$ cat config.mk
export PLATFORM = sky130hd
export DESIGN_NAME = draw_source_scheduler_flat
export DESIGN_NICKNAME = d
export VERILOG_FILES = /design/src/rtl/draw_source_scheduler_if.sv /design/src/rtl/draw_source_scheduler.sv /design/src/flat_wrapper.sv
export SDC_FILE = /design/constraint.sdc
export NUM_CORES = 1
export LEC_CHECK = 0
export ABC_AREA = 1
export ABC_CLOCK_PERIOD_IN_PS = 1470
export CAP_MARGIN = 20
export CORE_AREA = 2 2 74 83
export CTS_CLUSTER_SIZE = 20
export DETAILED_ROUTE_END_ITERATION = 8
export DIE_AREA = 0 0 76 85
export GPL_TIMING_DRIVEN = 0
export PLACE_DENSITY_LB_ADDON = 0.08
export SYNTH_ARGS = -nofsm -noshare
export SYNTH_HDL_FRONTEND = slang
export SYNTH_SLANG_ARGS = --single-unit
$ cat constraint.sdc
create_clock -name clk -period 1.47 [get_ports clk]
set_clock_uncertainty 0.1 [all_clocks]
set_input_delay 0.441 -clock clk [delete_from_list [all_inputs] [get_ports clk]]
set_output_delay 0.441 -clock clk [all_outputs]
set_load 0.01 [all_outputs]
$ cat src/rtl/draw_source_scheduler_if.sv
// Shared draw-manager bus between the scheduler (master) and its draw sources (slave).
interface draw_source_scheduler_if #(
    parameter int SOURCE_SEL_ADDRW  = 2,
    parameter int COLOR_DEPTH       = 12,
    parameter int DRAW_WIDTH_ADDRW  = 9,
    parameter int DRAW_HEIGHT_ADDRW = 8
);
    logic [SOURCE_SEL_ADDRW-1:0]  write_source_sel;
    logic                         write_awaited;
    logic                         write_active;
    logic                         write_transparent;
    logic [COLOR_DEPTH-1:0]       write_color_data;
    logic [DRAW_WIDTH_ADDRW-1:0]  write_x_addr;
    logic [DRAW_HEIGHT_ADDRW-1:0] write_y_addr;

    modport master (
        output write_source_sel, write_awaited,
        input  write_active, write_transparent, write_color_data, write_x_addr, write_y_addr
    );

    modport slave (
        input  write_source_sel, write_awaited,
        output write_active, write_transparent, write_color_data, write_x_addr, write_y_addr
    );
endinterface

$ cat src/rtl/draw_source_scheduler.sv
// Per-frame painter's-order arbiter for the shared draw bus; forwards granted pixels to the back framebuffer.
// Optional per-source watchdog enabled by defining DRAW_SCHED_TIMEOUT_EN.
module draw_source_scheduler #(
    parameter int SOURCE_COUNT      = 4,
    parameter int SOURCE_SEL_ADDRW  = 2,
    parameter int TIMEOUT_CYCLES    = 65536,
    parameter int COLOR_DEPTH       = 12,
    parameter int DRAW_WIDTH_ADDRW  = 9,
    parameter int DRAW_HEIGHT_ADDRW = 8
) (
    input  logic                         clk,
    input  logic                         rst,
    input  logic                         frame_start,
    input  logic [SOURCE_COUNT-1:0]      source_enable,
    draw_source_scheduler_if.master      bus,
    output logic                         fb_we,
    output logic [DRAW_WIDTH_ADDRW-1:0]  fb_x,
    output logic [DRAW_HEIGHT_ADDRW-1:0] fb_y,
    output logic [COLOR_DEPTH-1:0]       fb_color,
    output logic                         busy,
    output logic                         frame_done,
    output logic                         frame_overrun,
    output logic [SOURCE_COUNT-1:0]      timeout_mask
);
    localparam int CW = SOURCE_SEL_ADDRW + 1;

    if (SOURCE_COUNT < 2 || SOURCE_COUNT > (1 << SOURCE_SEL_ADDRW) ||
        TIMEOUT_CYCLES < 1 || TIMEOUT_CYCLES > 131071) begin : g_bad_cfg
        $error("draw_source_scheduler: unsupported parameter set");
    end

    typedef enum logic [2:0] {
        S_IDLE, S_SCAN, S_SELECT, S_AWAIT, S_DRAW, S_NEXT, S_DONE
    } state_t;

    state_t                      state, state_nx;
    logic [CW-1:0]               cur;
    logic [SOURCE_COUNT-1:0]     en_q;
    logic [SOURCE_SEL_ADDRW-1:0] sel_q;
    logic                        found;
    logic [SOURCE_SEL_ADDRW-1:0] found_id;
    logic                        in_window;
    logic                        timeout_hit;
    logic                        pix_take;
    logic                        frame_accept;

    assign in_window    = (state == S_AWAIT) || (state == S_DRAW);
    assign frame_accept = (state == S_IDLE) && frame_start;
    assign pix_take     = in_window && bus.write_active && !bus.write_transparent && !timeout_hit;

    // Lowest latched-enabled source at or above the scan cursor.
    always_comb begin
        found    = 1'b0;
        found_id = '0;
        for (int unsigned i = 0; i < SOURCE_COUNT; i++) begin
            if (!found && en_q[i] && (CW'(i) >= cur)) begin
                found    = 1'b1;
                found_id = SOURCE_SEL_ADDRW'(i);
            end
        end
    end

`ifdef DRAW_SCHED_TIMEOUT_EN
    logic [16:0] to_cnt;

    // Fires on the TIMEOUT_CYCLES-th cycle spent in AWAIT+DRAW for the current grant.
    assign timeout_hit = in_window && (to_cnt == 17'(TIMEOUT_CYCLES - 1));

    always_ff @(posedge clk or posedge rst) begin
        if (rst) begin
            to_cnt       <= '0;
            timeout_mask <= '0;
        end else begin
            if (state == S_SELECT) to_cnt <= '0;
            else if (in_window)    to_cnt <= to_cnt + 17'd1;
            if (frame_accept)      timeout_mask <= '0;
            else if (timeout_hit)  timeout_mask[sel_q] <= 1'b1;
        end
    end
`else
    assign timeout_hit  = 1'b0;
    assign timeout_mask = '0;
`endif

    always_ff @(posedge clk or posedge rst) begin
        if (rst) state <= S_IDLE;
        else     state <= state_nx;
    end

    always_comb begin
        state_nx = state;
        case (state)
            S_IDLE:   if (frame_start) state_nx = S_SCAN;
            S_SCAN:   state_nx = found ? S_SELECT : S_DONE;
            S_SELECT: state_nx = S_AWAIT;
            S_AWAIT: begin
                if (timeout_hit)           state_nx = S_NEXT;
                else if (bus.write_active) state_nx = S_DRAW;
            end
            S_DRAW: begin
                if (timeout_hit || !bus.write_active) state_nx = S_NEXT;
            end
            S_NEXT:   state_nx = S_SCAN;
            S_DONE:   state_nx = S_IDLE;
            default:  state_nx = S_IDLE;
        endcase
    end

    always_comb begin
        bus.write_awaited    = (state == S_AWAIT);
        bus.write_source_sel = sel_q;
        busy                 = (state != S_IDLE);
        frame_done           = (state == S_DONE);
    end

    always_ff @(posedge clk or posedge rst) begin
        if (rst) begin
            cur           <= '0;
            en_q          <= '0;
            sel_q         <= '0;
            fb_we         <= 1'b0;
            fb_x          <= '0;
            fb_y          <= '0;
            fb_color      <= '0;
            frame_overrun <= 1'b0;
        end else begin
            frame_overrun <= frame_start && (state != S_IDLE);
            if (frame_accept) begin
                en_q <= source_enable;
                cur  <= '0;
            end
            if (state == S_SCAN && found) sel_q <= found_id;
            if (state == S_NEXT)          cur   <= CW'(sel_q) + CW'(1);
            fb_we <= pix_take;
            if (pix_take) begin
                fb_x     <= bus.write_x_addr;
                fb_y     <= bus.write_y_addr;
                fb_color <= bus.write_color_data;
            end
        end
    end
endmodule

$ cat src/flat_wrapper.sv
// flat-port wrapper written by rule: the top's interface ports become plain ports
module draw_source_scheduler_flat 
#(
    parameter int SOURCE_COUNT      = 4,
    parameter int SOURCE_SEL_ADDRW  = 2,
    parameter int TIMEOUT_CYCLES    = 65536,
    parameter int COLOR_DEPTH       = 12,
    parameter int DRAW_WIDTH_ADDRW  = 9,
    parameter int DRAW_HEIGHT_ADDRW = 8
)
  (clk, rst, frame_start, source_enable, fb_we, fb_x, fb_y, fb_color, busy, frame_done, frame_overrun, timeout_mask, bus_write_source_sel, bus_write_awaited, bus_write_active, bus_write_transparent, bus_write_color_data, bus_write_x_addr, bus_write_y_addr);
  draw_source_scheduler_if #(.SOURCE_SEL_ADDRW(SOURCE_SEL_ADDRW), .COLOR_DEPTH(COLOR_DEPTH), .DRAW_WIDTH_ADDRW(DRAW_WIDTH_ADDRW), .DRAW_HEIGHT_ADDRW(DRAW_HEIGHT_ADDRW)) bus_i ();
  input  logic clk;
  input  logic rst;
  input  logic frame_start;
  input  logic [SOURCE_COUNT-1:0] source_enable;
  output logic fb_we;
  output logic [DRAW_WIDTH_ADDRW-1:0] fb_x;
  output logic [DRAW_HEIGHT_ADDRW-1:0] fb_y;
  output logic [COLOR_DEPTH-1:0] fb_color;
  output logic busy;
  output logic frame_done;
  output logic frame_overrun;
  output logic [SOURCE_COUNT-1:0] timeout_mask;
  output wire logic [$bits(bus_i.write_source_sel)-1:0] bus_write_source_sel;
  output wire logic [$bits(bus_i.write_awaited)-1:0] bus_write_awaited;
  input wire logic [$bits(bus_i.write_active)-1:0] bus_write_active;
  input wire logic [$bits(bus_i.write_transparent)-1:0] bus_write_transparent;
  input wire logic [$bits(bus_i.write_color_data)-1:0] bus_write_color_data;
  input wire logic [$bits(bus_i.write_x_addr)-1:0] bus_write_x_addr;
  input wire logic [$bits(bus_i.write_y_addr)-1:0] bus_write_y_addr;
  assign bus_write_source_sel = bus_i.write_source_sel;
  assign bus_write_awaited = bus_i.write_awaited;
  assign bus_i.write_active = bus_write_active;
  assign bus_i.write_transparent = bus_write_transparent;
  assign bus_i.write_color_data = bus_write_color_data;
  assign bus_i.write_x_addr = bus_write_x_addr;
  assign bus_i.write_y_addr = bus_write_y_addr;
  draw_source_scheduler #(.SOURCE_COUNT(SOURCE_COUNT), .SOURCE_SEL_ADDRW(SOURCE_SEL_ADDRW), .TIMEOUT_CYCLES(TIMEOUT_CYCLES), .COLOR_DEPTH(COLOR_DEPTH), .DRAW_WIDTH_ADDRW(DRAW_WIDTH_ADDRW), .DRAW_HEIGHT_ADDRW(DRAW_HEIGHT_ADDRW)) u_core (.clk(clk), .rst(rst), .frame_start(frame_start), .source_enable(source_enable), .bus(bus_i), .fb_we(fb_we), .fb_x(fb_x), .fb_y(fb_y), .fb_color(fb_color), .busy(busy), .frame_done(frame_done), .frame_overrun(frame_overrun), .timeout_mask(timeout_mask));
endmodule
==> results of run 1 <==
Yosys cell counts, types with 2 or more instances:
master   count
nand2_1    112
dfrtp_1     43
inv_1       13
nand3_1      9
nor2_1       9
buf_2        5
buf_4        4
o21ai_0      4
a21oi_1      3
buf_6        2
mux2_1       2
o22ai_1      2
flip-flops by register name, indices dropped and copies added (netlist names):
signal,cells
u_core.fb_x,9
u_core.cur,3
u_core.fb_color,12
u_core.en_q,4
u_core.fb_we,1
u_core.bus.write_source_sel,2
u_core.fb_y,8
u_core.frame_overrun,1
u_core.state,3
logic make-up after synthesis:
family / count (synthesis)
compound gates: 10
buf+inv: 25
mux: 2
simple gates: 133
other cells: 1
flops: 43
fa+ha+maj: 1
timing repair:
item                       4_1_cts  5_1_grt
gates resized for setup        108       37
gates cloned                     2        1
pin swaps                        2        1
buffers inserted                 6        4
setup endpoints to repair       67       68
path summary, 6_finish.rpt:
kind                                  from  slack [ps]            endpoint  depth (start not counted)
min                         u_core.fb_y[3]         380      u_core.fb_y[3]                          2
min in group asynchronous              rst         550  u_core.fb_color[2]                          2
max reg2reg                u_core.state[1]        -130  u_core.fb_color[1]                         10
min reg2reg                 u_core.fb_y[3]         380      u_core.fb_y[3]                          2
max                        u_core.state[1]        -170                busy                          4
max in group asynchronous              rst         380     u_core.state[0]                          2
power groups by stage:
stage,Combinational (mW),Sequential [mW],Clock [mW]
after floorplan,0.988,2.18,0
after global placement,2.32,2.03,0
after detailed placement,2.34,2.02,0
after CTS,2.36,2.00,0.792
after global routing,2.47,2.06,0.850
final,2.19,1.99,0.753
worst register-to-register path: cells and delay by family (launching register included):
| kind | cells | cell delay [ps] |
|---|---|---|
| DFF | 1 | 410 |
| buffers and inverters | 4 | 560 |
| and+or+nand+nor | 5 | 370 |
| AOI/OAI and AO/OA | 1 | 60 |
through the flow:
stage / instances / power, mW / util, % / hold WS, ps
after floorplan: 218 / 3.17 / - / 339
after global placement: 368 / 4.34 / 47.4 / 361
after detailed placement: 368 / 4.36 / 47.4 / 364
after CTS: 383 / 5.15 / 50.9 / 386
after global routing: 388 / 5.38 / 48.7 / 410
final: 388 / 4.94 / 48.7 / 383
cell type report:
class                           instances  area share, %
Clock inverter                          1          0.183
Buffer                                 11           4.11
Multi-Input combinational cell        150           23.3
Tap cell                               77           3.51
Timing Repair Buffer                   85           24.1
Timing Repair inverter                  1          0.274
Inverter                               14           2.24
Sequential cell                        43           39.3
Clock buffer                            6           3.01
placed cells by master (no fill, tap or decap), types with 6 or more instances in the layout:
cell	count
buf_4	13
buf_2	17
clkbuf_8	6
nand3_1	9
clkdlybuf4s50_1	37
inv_1	11
dfrtp_1	42
clkbuf_2	19
buf_6	7
nand2_1	110
nor2_1	8
per-layer routing:
layer	vias up	track usage [%]	wire length, um
met5	-	0	0
met4	0	5.45	67
met3	6	4.36	253
met2	43	23.0	2110
met1	713	17.2	1920
li1	839	-	-
==> summary.md, run 1 <==
| Metric | Value |
|---|---|
| Outcome | `finished with violations` |
| Failing checks | `setup timing` |
| Sum of negative setup slack | `-3120 ps` |
| Number of pins with negative max-slew slack in the final report | `0` |
| Area growth syn-to-layout | `50.4%` |
| Sequential share of power | `just over 40%` |
| Clk slew on worst S/H paths | `80 ps` |
| Sort of element at the end of the critical path | `output port` |
| Delay of the slowest cell on the worst path | `a little over 400 ps` |
| Pint | `a little over 3 mW` |
| Reported leakage power | `1.48 nW` |
| Quantity of hold-fixing buffers added after cts | `0` |
| Dpl ws | `-387 ps` |
| Clock group share of total power | `around 15%` |
| Area of combinational cells with multiple inputs | `between 600 and 700 um2` |
| Setup repair after global routing missed its margin | `true` |
| Number of nets still failing antenna checks after routing | `0` |
| Total of warnings raised by yosys | `0` |
| Fraction of final layout cells sized beyond drive strength 1 | `24.4%` |
| Crit path max fanout | `3` |
| Top Family by Delay on Critical Path | `flip-flops` |
| Starting utilization of the core area | `32.4%` |
| Switching power | `about 1.8 mW` |
| Critical path required time | `approximately 930 ps` |
| TritonCTS clock tree | `done` |
| Vias in the first global route | `1510` |
| Worst hold path class | `reg2reg` |
| Yosys top cell by area | `dfrtp_1` |
| Later-pin clock latency in the skew report | `between 200 and 300 ps` |
| Total buffers and inverters traversed by the critical path | `2` |
| Avg Cell Area, Syn | `about 8.5 um2` |
| Post-synth EDFFs | `0` |
| Share of cell area taken by muxes after synthesis | `1.24%` |
| Post-detailed-route via-to-cell ratio | `a little over 4` |
| Remaining design rule violation count | `0` |
| Area of all placed cells without fillers | `0.00274 mm2` |
| Top_reg_cell synth | `dfrtp_1` |
| Routed WL per cell | `roughly 11 um` |
| Final worst-path setup slack | `-172 ps` |
| # Max-Cap Violations | `0` |
| Worst setup SP type | `register` |
| Row Count | `29` |
| Total CTS buffers | `5` |
| Net count of the finished layout | `350` |
| Async set-or-reset flop fraction in the synthesized netlist | `100%` |
| Sequence of cells on the critical path | `buf_4 > nor2_4 > nand2_1 > buf_2` |
| Post-Synth XOR/XNOR Area | `0%` |
| Number of filler cells placed in the layout | `578` |
| Antenna violations before repair | `0` |
| Die outline width | `roughly 76 um` |
| Compound-cell area share of the yosys netlist | `2.88%` |
| P per Cell Area | `approximately 1800 mW/mm2` |
| Synthesized instance count | `approximately 220` |
| CTS Root Cell | `clkbuf_8` |
| Combinational cell fraction of total power | `approximately 44%` |
| Total congestion overflow | `0` |
| Slowest stage cell, crit path | `dfrtp_1` |
| Overall die height | `about 85 um` |
| Post-synthesis instance area | `between 0.0015 and 0.002 mm2` |
| Total GRT Usage | `13.9%` |
| Dpl hpwl | `roughly 2900 um` |
| Proportion of synthesized chip area in sequential cells | `between 50% and 60%` |
| Number of register bits inferred by synthesis | `43` |
| Max frequency | `approximately 610 MHz` |
| Clock Path Buffers | `2` |
| TritonCTS Sinks | `43` |
| Antenna diode instance count | `0` |
| Number of distinct library cells after synthesis | `19` |
| Adder-cell area share of the yosys netlist | `0.686%` |
| First-pass GRT wire length | `7090 um` |
| Top cell type's share of synthesized area | `59.0%` |
| Port Buffers | `73` |
| Proportion of total power due to net switching | `a little under two fifths` |
| Post-synthesis share of cell area spent on and, or, nand and nor gates | `28.8%` |
| # H-tree levels | `2` |
| Total core area | `roughly 0.0056 mm2` |
| Number of failing hold endpoints at the final stage | `0` |
| Combinational family with the most area after synthesis | `simple AND/OR/NAND/NOR gates` |
| Pin count of the biggest net entering global routing | `between 40 and 50` |
| Relative slew slack | `between 60 and 70%` |
| Number of primary I/O pins | `slightly below 80` |
| Number of detailed-route iterations in the first pass | `4` |
| Gp weighted congestion | `between 0.7 and 0.8` |
| Area used by sequential logic in the layout | `~0.0011 mm2` |
| Top cells by area, synth | `dfrtp_1, nand2_1, inv_1` |
| Clock period minus worst slack | `between 1500 and 2000 ps` |
| Vias after detailed routing | `approximately 1600` |
| Die Outline Area | `roughly 0.0065 mm2` |
| Final worst-path cycle share | `112%` |
| Violation count after the first detailed-routing iteration | `42` |
| Slew at the pin closest to its max-slew limit | `just over 500 ps` |
| Worst vdd rail ir drop | `about 0.8 mV` |
| Crit Path Category | `reg2out` |
| Total detailed-routing wirelength | `around 4400 um` |
| Placed standard-cell area | `approximately 0.0027 mm2` |
| Arrival time at the worst endpoint | `~1100 ps` |
| Final setup violating endpoints | `34` |
Power figures use the tool's default switching activity.
==> inputs of run 2 (changes only) <==
--- a/config.mk
+++ b/config.mk
@@ -12,8 +12,10 @@
 export CTS_CLUSTER_SIZE = 20
 export DETAILED_ROUTE_END_ITERATION = 8
 export DIE_AREA = 0 0 76 85
+export GPL_ROUTABILITY_DRIVEN = 1
 export GPL_TIMING_DRIVEN = 0
 export PLACE_DENSITY_LB_ADDON = 0.08
+export SLEW_MARGIN = 20
 export SYNTH_ARGS = -nofsm -noshare
 export SYNTH_HDL_FRONTEND = slang
 export SYNTH_SLANG_ARGS = --single-unit
==> results of run 2 <==
No change in the layout: final DEF, timing and power equal those of run 1.
